[src/rtl/uart_pkg.sv]
// Shared UART definitions: FSM state type, parity mode codes and the
// elaboration-time parameter legality check used by both TX and RX.
package uart_pkg;

    typedef enum logic [2:0] {
        StIdle,
        StStart,
        StData,
        StParity,
        StStop
    } uart_state_e;

    localparam int unsigned PARITY_NONE = 0;
    localparam int unsigned PARITY_EVEN = 1;
    localparam int unsigned PARITY_ODD  = 2;

    function automatic bit uart_params_ok(input int unsigned clks_per_bit,
                                          input int unsigned data_bits,
                                          input int unsigned parity_mode,
                                          input int unsigned stop_bits);
        return (clks_per_bit >= 2) && (clks_per_bit <= 65535) &&
               (data_bits >= 5) && (data_bits <= 9) &&
               (parity_mode <= PARITY_ODD) &&
               (stop_bits >= 1) && (stop_bits <= 2);
    endfunction

endpackage

[src/rtl/uart_baud_cnt.sv]
// Bit-period counter: counts 0..CLKS_PER_BIT-1 and strobes bit_end on the
// last cycle of each bit. restart holds the count at zero.
module uart_baud_cnt #(
    parameter int unsigned CLKS_PER_BIT = 217
) (
    input  logic clk,
    input  logic rst_n,
    input  logic restart,
    output logic bit_end
);

    localparam int unsigned CntW = (CLKS_PER_BIT > 1) ? $clog2(CLKS_PER_BIT) : 1;
    localparam logic [CntW-1:0] CntMax = CntW'(CLKS_PER_BIT - 1);

    logic [CntW-1:0] cnt_q, cnt_d;

    assign bit_end = !restart && (cnt_q == CntMax);

    always_comb begin
        cnt_d = cnt_q + 1'b1;
        if (restart || bit_end) begin
            cnt_d = '0;
        end
    end

    always_ff @(posedge clk or negedge rst_n) begin
        if (!rst_n) begin
            cnt_q <= '0;
        end else begin
            cnt_q <= cnt_d;
        end
    end

endmodule

[src/rtl/uart_tx_cfg.sv]
// Configurable UART transmitter with a one-entry holding register so that
// consecutive frames leave back-to-back without an idle gap.
module uart_tx_cfg import uart_pkg::*; #(
    parameter int unsigned CLKS_PER_BIT = 217,
    parameter int unsigned DATA_BITS    = 8,
    parameter int unsigned PARITY_MODE  = 0,
    parameter int unsigned STOP_BITS    = 1
) (
    input  logic                 i_Clock,
    input  logic                 i_Rst_L,
    input  logic                 i_TX_DV,
    input  logic [DATA_BITS-1:0] i_TX_Byte,
    output logic                 o_TX_Ready,
    output logic                 o_TX_Active,
    output logic                 o_TX_Serial,
    output logic                 o_TX_Done
);

    generate
        if (!uart_params_ok(CLKS_PER_BIT, DATA_BITS, PARITY_MODE, STOP_BITS)) begin : g_bad_params
            $error("uart_tx_cfg: illegal parameter combination");
        end
    endgenerate

    localparam int unsigned BitW = $clog2(DATA_BITS);
    localparam logic [BitW-1:0] LastBit = BitW'(DATA_BITS - 1);
    localparam logic LastStop  = (STOP_BITS == 2);
    localparam logic HasParity = (PARITY_MODE != PARITY_NONE);
    localparam logic OddParity = (PARITY_MODE == PARITY_ODD);

    uart_state_e          state_q, state_d;
    logic [DATA_BITS-1:0] hold_q, hold_d;
    logic [DATA_BITS-1:0] shift_q, shift_d;
    logic                 hold_valid_q, hold_valid_d;
    logic                 par_q, par_d;
    logic [BitW-1:0]      bit_cnt_q, bit_cnt_d;
    logic                 stop_cnt_q, stop_cnt_d;
    logic                 serial_q, serial_d;
    logic                 active_q, active_d;
    logic                 done_q, done_d;
    logic                 ready_q, ready_d;
    logic                 bit_end;
    logic                 load;
    logic                 accept;

    uart_baud_cnt #(
        .CLKS_PER_BIT(CLKS_PER_BIT)
    ) u_baud (
        .clk    (i_Clock),
        .rst_n  (i_Rst_L),
        .restart(state_q == StIdle),
        .bit_end(bit_end)
    );

    always_comb begin
        state_d      = state_q;
        hold_d       = hold_q;
        shift_d      = shift_q;
        hold_valid_d = hold_valid_q;
        par_d        = par_q;
        bit_cnt_d    = bit_cnt_q;
        stop_cnt_d   = stop_cnt_q;
        done_d       = 1'b0;
        load         = 1'b0;
        accept       = i_TX_DV && ready_q;

        case (state_q)
            StIdle: begin
                if (hold_valid_q) begin
                    load    = 1'b1;
                    state_d = StStart;
                end
            end
            StStart: begin
                if (bit_end) begin
                    state_d   = StData;
                    bit_cnt_d = '0;
                end
            end
            StData: begin
                if (bit_end) begin
                    if (bit_cnt_q == LastBit) begin
                        state_d    = HasParity ? StParity : StStop;
                        stop_cnt_d = 1'b0;
                    end else begin
                        bit_cnt_d = bit_cnt_q + 1'b1;
                        shift_d   = shift_q >> 1;
                    end
                end
            end
            StParity: begin
                if (bit_end) begin
                    state_d    = StStop;
                    stop_cnt_d = 1'b0;
                end
            end
            StStop: begin
                if (bit_end) begin
                    if (stop_cnt_q == LastStop) begin
                        done_d = 1'b1;
                        // A held byte chains straight into the next START.
                        if (hold_valid_q) begin
                            load    = 1'b1;
                            state_d = StStart;
                        end else begin
                            state_d = StIdle;
                        end
                    end else begin
                        stop_cnt_d = 1'b1;
                    end
                end
            end
            default: state_d = StIdle;
        endcase

        // load and accept are exclusive: accept needs ready, load needs hold_valid.
        if (load) begin
            shift_d      = hold_q;
            par_d        = (^hold_q) ^ OddParity;
            hold_valid_d = 1'b0;
        end else if (accept) begin
            hold_d       = i_TX_Byte;
            hold_valid_d = 1'b1;
        end
    end

    always_comb begin
        ready_d  = !hold_valid_d;
        active_d = (state_d != StIdle);
        case (state_d)
            StStart:  serial_d = 1'b0;
            StData:   serial_d = shift_d[0];
            StParity: serial_d = par_d;
            default:  serial_d = 1'b1;
        endcase
    end

    always_ff @(posedge i_Clock or negedge i_Rst_L) begin
        if (!i_Rst_L) begin
            state_q      <= StIdle;
            hold_q       <= '0;
            shift_q      <= '0;
            hold_valid_q <= 1'b0;
            par_q        <= 1'b0;
            bit_cnt_q    <= '0;
            stop_cnt_q   <= 1'b0;
            serial_q     <= 1'b1;
            active_q     <= 1'b0;
            done_q       <= 1'b0;
            ready_q      <= 1'b1;
        end else begin
            state_q      <= state_d;
            hold_q       <= hold_d;
            shift_q      <= shift_d;
            hold_valid_q <= hold_valid_d;
            par_q        <= par_d;
            bit_cnt_q    <= bit_cnt_d;
            stop_cnt_q   <= stop_cnt_d;
            serial_q     <= serial_d;
            active_q     <= active_d;
            done_q       <= done_d;
            ready_q      <= ready_d;
        end
    end

    assign o_TX_Ready  = ready_q;
    assign o_TX_Active = active_q;
    assign o_TX_Serial = serial_q;
    assign o_TX_Done   = done_q;

endmodule

[config.mk]
export PLATFORM = sky130hd
export DESIGN_NAME = uart_tx_cfg
export DESIGN_NICKNAME = d
export VERILOG_FILES = /design/src/rtl/uart_pkg.sv /design/src/rtl/uart_baud_cnt.sv /design/src/rtl/uart_tx_cfg.sv
export SDC_FILE = /design/constraint.sdc
export NUM_CORES = 1
export LEC_CHECK = 0
export CAP_MARGIN = 10
export CORE_MARGIN = 1
export CORE_UTILIZATION = 50
export DETAILED_ROUTE_END_ITERATION = 7
export PLACE_DENSITY = 0.71
export SKIP_LAST_GASP = 1
export SLEW_MARGIN = 10
export SYNTH_ARGS = -nofsm -noshare
export SYNTH_HDL_FRONTEND = slang
export SYNTH_SLANG_ARGS = --single-unit
[constraint.sdc]
create_clock -name i_Clock -period 2.2 [get_ports i_Clock]
set_input_delay 0.44 -clock i_Clock [delete_from_list [all_inputs] [get_ports i_Clock]]
set_output_delay 0.44 -clock i_Clock [all_outputs]
set_load 0.05 [all_outputs]
==> results of run 1 <==
## cell usage in the layout, fill, tap and decap left out, drive strengths merged
cell type / instances
a22o: 8
mux2i: 2
a21oi: 3
nand4b: 1
nor2: 15
clkbuf: 7
nand2: 4
clkdlybuf4s50: 14
inv: 6
xor2: 5
a22oi: 1
o211ai: 1
nand2b: 1
nand3: 5
dfrtp: 34
xnor2: 8
o21ai: 4
nor3b: 2
nor4b: 1
a21o: 7
o31ai: 1
nand3b: 1
a21boi: 1
dfstp: 2
nor3: 1
mux2: 9
or2: 3
o32ai: 1
o2bb2ai: 1
buf: 3
and3: 3
ha: 4
## worst paths after layout
kind	startpoint	end	slack (ns)	cells after the start
setup / recovery	o_TX_Ready	o_TX_Ready	0.08	1
hold / removal	shift_q[2]	shift_q[2]	0.49	1
setup reg to reg	bit_cnt_q[0]	o_TX_Serial	0.16	7
hold reg to reg	shift_q[2]	shift_q[2]	0.49	1
max in group asynchronous	i_Rst_L	o_TX_Ready	1.35	2
min in group asynchronous	i_Rst_L	o_TX_Active	0.50	2
## through the flow
step	hold WS, ns	power (W)	std cells	worst slack (ns)
after floorplan	0.144	0.00177	138	0.363
after global placement	0.461	0.00194	196	0.253
after detailed placement	0.466	0.00197	196	0.185
after CTS	0.489	0.00229	203	0.0527
after global routing	0.517	0.00244	203	0.0190
final	0.488	0.00226	203	0.0752
## logic make-up (layout without fill, tap and decap cells)
logic type | after synthesis | in the layout | synth area share
flip-flops | 36 | 36 | 0.531
AND/OR/NAND/NOR | 37 | 37 | 0.132
XOR/XNOR | 13 | 13 | 0.0670
buffers and inverters | 9 | 30 | 0.0235
adder cells (fa/ha/maj) | 4 | 4 | 0.0294
AO/OA/AOI/OAI | 28 | 28 | 0.127
multiplexers | 11 | 11 | 0.0890
## flip-flops by register name (all words and copies together), names as in the netlist
| name | flops |
|---|---|
| hold_q | 8 |
| shift_q | 8 |
| u_baud.cnt_q | 8 |
| bit_cnt_q | 3 |
| state_q | 3 |
| hold_valid_q | 1 |
| o_TX_Active | 1 |
| o_TX_Done | 1 |
| o_TX_Ready | 1 |
| o_TX_Serial | 1 |
| par_q | 1 |
## area by class of cell
type | instances | area, µm²
clock buffer | 7 | 45.0
fill | 243 | 1180
inverter | 6 | 22.5
multi-input combinational | 93 | 757
sequential | 36 | 903
tap | 44 | 55.1
timing repair buffer | 17 | 163
## where the power goes
part | internal, W | switching [W] | total (W)
registers | 0.000901 | 0.000214 | 0.00111
clock network | 0.000120 | 0.000199 | 0.000320
logic | 0.000474 | 0.000356 | 0.000830
total | 0.00149 | 0.000769 | 0.00226
## layer usage
metal  GRT usage  vias up
met5           0        -
met4      0.0664        0
met3      0.0844        3
met2       0.294       20
met1       0.242      532
li1            -      528
==> impl_metrics.ini, run 1 <==
[clock_network]
insertion_delay_ns = 0.34
cts_tree = done
clockBufferDepth = 2
post_cts_resized = 0
cts_inserted_buffers = 5
clockRootBuffer = clkbuf_4
cts.clk_slew.worst_paths_ns = 0.10
post_cts_buffers = 0
h-tree-depth = 2
cts_sinks = 36
ctsHoldBuffers = 0

[power]
p_per_area_nw_per_um2 = 1160
p_leak_nw = 0.944
peakVddDrop_uv = 599

[detailed_routing]
wl_per_cell_um = 13.8
highest_layer = met4
first_pass_iters = 4
drc = 0
via_per_inst = 5.33
wl_met1_um = 1330
vias = 1083
dr_wl_met2_um = 1330
route.met3.wl_um = 123
drtAntennaViolNets = 0
drt_iter0_drc = 80
drt_wl_total_um = 2810

[setup_path]
crit_type = reg -> out
crit_slowest_cell = clkdlybuf4s50_1
worst_ep_arrival_time_ns = 1.68
end_kind = output port
cp-start-kind = flop
worstPathBufferInverterCount = 1
path_max_fanout = 3
slowest_delay_ns = 0.80
crit_chain = clkdlybuf4s50_1
critical_path_required_ns = 1.76
cp_top_family = buffers and inverters

[global_routing]
grt_max_degree = 37
grt-ovfl-total = 0
groute.usage.overall = 0.192
antenna_found_initial = 0
grt_pass1_vias = 1120
grt_pass1_wl_um = 4930

[cells_and_area]
fin_util = 0.622
drive_above_1_share = 0.164
areaGrowthSynthToFinish_pct = 14.4
fin_nets = 174
fin_area_um2 = 1950
insertedDiodeCount = 0

[sta]
relSlewSlack = 0.594
slew_violations = 0
finalSetupViolCount = 0
finalHoldViolations = 0
rsz0062_at_grt = no
finalCritPeriodShare = 0.966
skew_ns = 0.00943
period_needed_ns = 2.12
fmax_mhz = 471
setup-tns-final_ns = 0
tightest_slew_ns = 0.605

[placement]
post_dp_cell_area_um2 = 1900
finalWeightedCongestion = 0.834
hpwlAfterDp_um = 2070
port_buffers = 14

[die]
die_w_um = 60.3
initial_core_util = 0.544
ios = 15
die_area_um2 = 3640
die_h_um = 60.3
rows = 20
fp.coreArea_um2 = 3130

[synth]
syn-num-nets = 153
ys_types = 37
synth_cells = 138
yosysMostFrequentCell = dfrtp_1
avgSynthCellArea_um2 = 12.3
synth_edf_count = 0
synth_top_area_share = 0.500
synth_area_leader_cell = dfrtp_1
synth_common_cells = dfrtp_1, nor2_1, a22o_1, mux2_4, xnor2_1
synthFlopType = dfrtp_1
synthTopCellsByArea = dfrtp_1, mux2_4, a22o_1
syn_area_um2 = 1700
yosysWarningCount = 0
synth_async_sr_flop_share = 1.00
ys_ff_latch = 36
synth_seq_area_share = 0.531

[min_path]
hp-class = reg -> reg

[outcome]
status = finished, final reports clean

[job]
drv_cap = 0
Power figures use the tool's default switching activity.
==> run 2, diff against run 1 <==
--- a/config.mk
+++ b/config.mk
@@ -8,10 +8,11 @@
 export CAP_MARGIN = 10
 export CORE_MARGIN = 1
 export CORE_UTILIZATION = 50
+export CTS_CLUSTER_SIZE = 25
 export DETAILED_ROUTE_END_ITERATION = 7
 export PLACE_DENSITY = 0.71
 export SKIP_LAST_GASP = 1
-export SLEW_MARGIN = 10
+export SLEW_MARGIN = 20
 export SYNTH_ARGS = -nofsm -noshare
 export SYNTH_HDL_FRONTEND = slang
 export SYNTH_SLANG_ARGS = --single-unit
==> results of run 2 <==
Same layout as run 1: the final DEF is identical, and so are final timing and power.
==> run 3, diff against run 2 <==
--- a/config.mk
+++ b/config.mk
@@ -5,6 +5,7 @@
 export SDC_FILE = /design/constraint.sdc
 export NUM_CORES = 1
 export LEC_CHECK = 0
+export ABC_CLOCK_PERIOD_IN_PS = 2200
 export CAP_MARGIN = 10
 export CORE_MARGIN = 1
 export CORE_UTILIZATION = 50
@@ -16,3 +17,4 @@
 export SYNTH_ARGS = -nofsm -noshare
 export SYNTH_HDL_FRONTEND = slang
 export SYNTH_SLANG_ARGS = --single-unit
+export TNS_END_PERCENT = 100
==> results of run 3 <==
Same layout as run 1: the final DEF is identical, and so are final timing and power.
